<file path="src/rtl/yj_cdc_handshake_tx_pkg.sv">
// Shared constants and types for the source side of the 4-phase CDC handshake.
// The state encoding is fixed so debug taps and checkers can decode it directly.
package yj_cdc_handshake_tx_pkg;

    typedef enum logic [1:0] {
        IDLE = 2'd0,
        REQ  = 2'd1,
        REL  = 2'd2
    } hs_state_t;

    localparam int DEFAULT_DW  = 32;
    localparam int ACK_SYNC_DW = 1;

    // A new word may only be taken once the previous handshake has fully
    // returned to zero on both sides.
    function automatic logic can_accept(hs_state_t s, logic ack_s);
        return (s == IDLE) && !ack_s;
    endfunction

endpackage

</file>
<file path="src/rtl/yj_cdc_handshake_tx_if.sv">
// Bus bundle for the CDC handshake transmitter: source-side valid/ready plus
// the req/ack/data wires that cross into the destination domain.
interface yj_cdc_handshake_tx_if #(
    parameter int DW = 32
);
    // Source side: a word transfers on a rising CLK edge where tx_valid and
    // tx_ready are both high; tx_valid/tx_data must stay put until then.
    // Crossing side: cdc_req up -> cdc_ack up -> cdc_req down -> cdc_ack down,
    // with cdc_data stable whenever cdc_req is high.
    logic          tx_valid;
    logic [DW-1:0] tx_data;
    logic          tx_ready;
    logic          tx_done;
    logic          cdc_req;
    logic [DW-1:0] cdc_data;
    logic          cdc_ack;

    modport master (
        input  tx_valid, tx_data, cdc_ack,
        output tx_ready, tx_done, cdc_req, cdc_data
    );

    modport slave (
        output tx_valid, tx_data, cdc_ack,
        input  tx_ready, tx_done, cdc_req, cdc_data
    );

endinterface

</file>
<file path="src/rtl/yj_basic_signal_2lever_sync.sv">
// Two-flop synchroniser for level signals entering the CLK domain.
// Each bit is synchronised independently; only use DW>1 for unrelated levels.
module yj_basic_signal_2lever_sync #(
    parameter int DW = 1
) (
    input  logic          CLK,
    input  logic          RSTn,
    input  logic [DW-1:0] din,
    output logic [DW-1:0] dout
);

    logic [DW-1:0] meta;

    always_ff @(posedge CLK or negedge RSTn) begin
        if (!RSTn) begin
            meta <= '0;
            dout <= '0;
        end else begin
            meta <= din;
            dout <= meta;
        end
    end

endmodule

</file>
<file path="src/rtl/yj_cdc_handshake_tx.sv">
// Source-domain half of a 4-phase return-to-zero CDC handshake: holds one word
// in flops, raises cdc_req, and waits for the synchronised ack to cycle.
module yj_cdc_handshake_tx
    import yj_cdc_handshake_tx_pkg::*;
#(
    parameter int   DW     = DEFAULT_DW,
    parameter logic RSTVAL = 1'b0
) (
    input  logic                  CLK,
    input  logic                  RSTn,
    yj_cdc_handshake_tx_if.master bus,
    output hs_state_t             debug_state
);

    hs_state_t     state_q;
    hs_state_t     state_d;
    logic          req_q;
    logic          req_d;
    logic          done_q;
    logic          done_d;
    logic [DW-1:0] data_q;
    logic [DW-1:0] data_d;
    logic          ack_s;
    logic          ready;

    yj_basic_signal_2lever_sync #(
        .DW(ACK_SYNC_DW)
    ) u_ack_sync (
        .CLK (CLK),
        .RSTn(RSTn),
        .din (bus.cdc_ack),
        .dout(ack_s)
    );

    // Ready depends on registered state and the synchronised ack only, so no
    // combinational path exists from cdc_ack or tx_valid to any output.
    assign ready = can_accept(state_q, ack_s);

    always_comb begin
        state_d = state_q;
        req_d   = req_q;
        data_d  = data_q;
        done_d  = 1'b0;
        case (state_q)
            IDLE: begin
                if (bus.tx_valid && ready) begin
                    data_d  = bus.tx_data;
                    req_d   = 1'b1;
                    state_d = REQ;
                end
            end
            REQ: begin
                req_d = 1'b1;
                if (ack_s) begin
                    req_d   = 1'b0;
                    state_d = REL;
                end
            end
            REL: begin
                req_d = 1'b0;
                if (!ack_s) begin
                    done_d  = 1'b1;
                    state_d = IDLE;
                end
            end
            default: begin
                req_d   = 1'b0;
                state_d = IDLE;
            end
        endcase
    end

    always_ff @(posedge CLK or negedge RSTn) begin
        if (!RSTn) begin
            state_q <= IDLE;
            req_q   <= 1'b0;
            done_q  <= 1'b0;
            data_q  <= {DW{RSTVAL}};
        end else begin
            state_q <= state_d;
            req_q   <= req_d;
            done_q  <= done_d;
            data_q  <= data_d;
        end
    end

    assign bus.tx_ready = ready;
    assign bus.tx_done  = done_q;
    assign bus.cdc_req  = req_q;
    assign bus.cdc_data = data_q;
    assign debug_state  = state_q;

endmodule
</file>
<file path="src/flat_wrapper.sv">
// flat-port wrapper written by rule: the top's interface ports become plain ports
module yj_cdc_handshake_tx_flat import yj_cdc_handshake_tx_pkg::*;
#(
    parameter int   DW     = DEFAULT_DW,
    parameter logic RSTVAL = 1'b0
)
  (CLK, RSTn, debug_state, bus_tx_valid, bus_tx_data, bus_cdc_ack, bus_tx_ready, bus_tx_done, bus_cdc_req, bus_cdc_data);
  yj_cdc_handshake_tx_if #(.DW(DW)) bus_i ();
  input  logic CLK;
  input  logic RSTn;
  output hs_state_t debug_state;
  input wire logic [$bits(bus_i.tx_valid)-1:0] bus_tx_valid;
  input wire logic [$bits(bus_i.tx_data)-1:0] bus_tx_data;
  input wire logic [$bits(bus_i.cdc_ack)-1:0] bus_cdc_ack;
  output wire logic [$bits(bus_i.tx_ready)-1:0] bus_tx_ready;
  output wire logic [$bits(bus_i.tx_done)-1:0] bus_tx_done;
  output wire logic [$bits(bus_i.cdc_req)-1:0] bus_cdc_req;
  output wire logic [$bits(bus_i.cdc_data)-1:0] bus_cdc_data;
  assign bus_i.tx_valid = bus_tx_valid;
  assign bus_i.tx_data = bus_tx_data;
  assign bus_i.cdc_ack = bus_cdc_ack;
  assign bus_tx_ready = bus_i.tx_ready;
  assign bus_tx_done = bus_i.tx_done;
  assign bus_cdc_req = bus_i.cdc_req;
  assign bus_cdc_data = bus_i.cdc_data;
  yj_cdc_handshake_tx #(.DW(DW), .RSTVAL(RSTVAL)) u_core (.CLK(CLK), .RSTn(RSTn), .bus(bus_i), .debug_state(debug_state));
endmodule
</file>
<file path="config.mk">
export PLATFORM = sky130hd
export DESIGN_NAME = yj_cdc_handshake_tx_flat
export DESIGN_NICKNAME = d
export VERILOG_FILES = /design/src/rtl/yj_cdc_handshake_tx_pkg.sv /design/src/rtl/yj_cdc_handshake_tx_if.sv /design/src/rtl/yj_basic_signal_2lever_sync.sv /design/src/rtl/yj_cdc_handshake_tx.sv /design/src/flat_wrapper.sv
export SDC_FILE = /design/constraint.sdc
export NUM_CORES = 1
export LEC_CHECK = 0
export CORE_ASPECT_RATIO = 1.5
export CORE_MARGIN = 8
export CORE_UTILIZATION = 39
export DETAILED_ROUTE_END_ITERATION = 16
export GPL_TIMING_DRIVEN = 0
export HOLD_SLACK_MARGIN = 0.12
export PLACE_DENSITY_LB_ADDON = 0.12
export SLEW_MARGIN = 20
export SYNTH_ARGS = -nofsm -noshare
export SYNTH_HDL_FRONTEND = slang
export SYNTH_HIERARCHICAL = 1
export SYNTH_SLANG_ARGS = --single-unit
</file>
<file path="constraint.sdc">
create_clock -name CLK -period 1.8 [get_ports CLK]
set_clock_uncertainty 0.1 [all_clocks]
set_input_delay 0.45 -clock CLK [delete_from_list [all_inputs] [get_ports CLK]]
set_output_delay 0.45 -clock CLK [all_outputs]
set_load 0.01 [all_outputs]
</file>
==> run metrics, run 1 <==
DR WL/cell=16.2 um; worst setup path class=primary input to flip-flop; Flop pwr share=0.421; R2R Setup Slk=0.17 ns; ys flop type=dfrtp_1; FF/Latch Area=953 sq um; initial antenna violation count=0; Cell Chain, Critical Path=clkdlybuf4s50_1, nor4b_4, buf_4, buf_6, mux2_2; switching part of the total=0.252; CTS root buf=clkbuf_8; Antenna Cells=0; remaining antenna violation count after routing=0; Buf/Inv on CP=3; I/O pin cnt=73; setup TNS=0 ns; Final #Nets=202; most common cell in the netlist=dfrtp_1; Worst Hold Depth=0; clock network fraction of design power=0.245; Worst Tran Pin Value=0.480 ns; crit path max-delay cell type=clkdlybuf4s50_1; Worst-path clk slew=0.07 ns; Critical Path Start Type=primary input; Post-synth EDFFs=0; Switching Power=0.711 mW; first-pass GRT wire length=5680 um; mapped cell area=1420 sq um; Die ar.=5860 sq um; Starting Density=0.396; syn nets=118; gpl congestion=0.738; CTS tree=done; Worst path depth=5; Die W=65.3 um; Crit path max-delay family=buffers and inverters; Arrival @ worst endpoint=1.81 ns; vias in the first global route=1130; port bufs=72; Post-route DRC=0; proportion of layout cells with a drive suffix above 1=0.287; CTS max path bufs=2; CP Capture Type=flip-flop; core area=3580 sq um; dpl hpwl=2730 um; Post-synth ARST share=1.00; Max stage delay on crit path=0.49 ns; Max Freq=574 MHz; vias per cell=4.61; synth cell count leaders=dfrtp_1, mux2_2, buf_6, mux2_1; DRT Pass-1 Iters=2; Post-Syn Area per Cell=17.3 sq um; Hold Fails Final Rpt=0; Data required, critical path=1.86 ns; FF+latch count, synth=38; fin crit period=1.74 ns; post-synth top area share=0.670; Final Max Tran Viols=0; combinational power share=0.334; fin crit share=0.969; PwrDens=1200 nW/um^2; MaxCap Viol Count=0; GRT Util Overall=0.123; HP Class=flip-flop to flip-flop; Die Y-Extent=89.9 um; vias=968; slew margin rel.=0.680; synth warn=6; clk_lat worst skew=0.28 ns; Internal=2.11 mW; Final setup violation count=0; site row count=27; sequential share of the synthesized area=0.670; area grow syn2layout=65.6%; total CTS buffers=5; TritonCTS Sinks=38; total gr overflow=0; R2R cell count=4; status=complete, no violations; unrepaired setup endpoints after global routing=no; Routed WL=3390 um; number of DRC markers in iteration 0=22; Syn Inst Count=82; ranking of synthesized cells by area=dfrtp_1, mux2_2, buf_6; largest net degree at the start of global routing=21; multi-input logic area=434 sq um; largest area contributor in the netlist=dfrtp_1; hold_ws=0.253 ns; leakage=0.987 nW; peak supply drop=0.900 mV; fillcell total=299; Yosys cell types=13; H-tree level count=2; crit-path max FO=10
## timing repair
item                                    in CTS  in global routing
gates resized for setup                      5                  2
endpoints found under the setup margin      33                  1
hold buffers                                 1                  0
cloned                                       0                  0
setup buffers                                3                  0
hold endpoints to repair                    19                  0
## per-stage QoR
stage	setup slack [ns]	power, mW	util	std cells	instance area, sq um
6_report	0.0566	2.83	0.656	210	2350
5_1_grt	0.00241	2.99	0.656	210	2350
4_1_cts	0.00970	2.88	0.657	210	2350
3_5_place_dp	-0.343	2.17	0.619	198	2220
3_3_place_gp	-0.641	2.13	0.613	197	2190
2_1_floorplan	0.141	1.55	-	82	1420
## state kept, by name, indices dropped and copies added, names as in the netlist
signal                  flops
u_core/u_ack_sync/dout      1
u_core/u_ack_sync/meta      1
u_core/bus.cdc_req          1
u_core/debug_state          2
u_core/bus.tx_done          1
u_core/bus.cdc_data        32
## layer usage
metal	track usage	vias to the layer above	part of all wire
li1	-	451	-
met1	0.113	463	0.34
met2	0.207	48	0.51
met3	0.0770	6	0.13
met4	0.0548	0	0.017
met5	0	-	0
## final timing paths
path	from	end
worst max-delay path	bus_tx_valid	u_core/bus.cdc_data[8]$_DFFE_PN0P_
worst min-delay path	u_core/u_ack_sync/meta$_DFF_PN0_	u_core/u_ack_sync/dout$_DFF_PN0_
worst max register to register	u_core/debug_state[0]$_DFFE_PN0P_	u_core/bus.cdc_data[8]$_DFFE_PN0P_
worst min register to register	u_core/u_ack_sync/meta$_DFF_PN0_	u_core/u_ack_sync/dout$_DFF_PN0_
max in group asynchronous	RSTn	u_core/debug_state[1]$_DFFE_PN0P_
min in group asynchronous	RSTn	u_core/bus.cdc_data[0]$_DFFE_PN0P_
## placed cells by master, fill, tap and decap left out, types with 2 or more instances in the layout
master	synthesis	layout
mux2_1	2	2
dfrtp_1	38	36
dfrtp_2	0	2
clkbuf_8	0	5
clkdlybuf4s50_1	0	68
clkbuf_1	0	2
dlygate4sd2_1	0	2
buf_6	3	3
mux2_2	30	30
buf_4	0	3
## cell type report
class,count,area share
clock inverter,1,0.0128
multi-input combinational,41,0.185
tap,43,0.0229
buffer,3,0.0144
sequential,38,0.406
clock buffer,7,0.0325
timing repair buffer,77,0.327
## power by group through the flow
stage	clock [mW]	combinational (mW)	sequential, mW
after floorplan	0	0.239	1.31
after global placement	0	0.934	1.20
after detailed placement	0	0.963	1.21
after CTS	0.718	0.970	1.20
after global routing	0.752	1.01	1.22
final	0.691	0.945	1.19
## cell families (layout without fill, tap and decap cells)
kind of cell,count (synthesis),count (layout),synth area share
compound gates,2,2,0.00882
buf+inv,3,88,0.0238
xor+xnor,1,1,0.00617
mux,32,32,0.254
flops,38,38,0.670
simple gates,6,6,0.0370
Power figures use the tool's default switching activity.
==> run 2: changes to the inputs <==
- CAP_MARGIN: unset -> 20
==> results of run 2 <==
The final DEF is identical to that of run 1; final timing and power are the same.
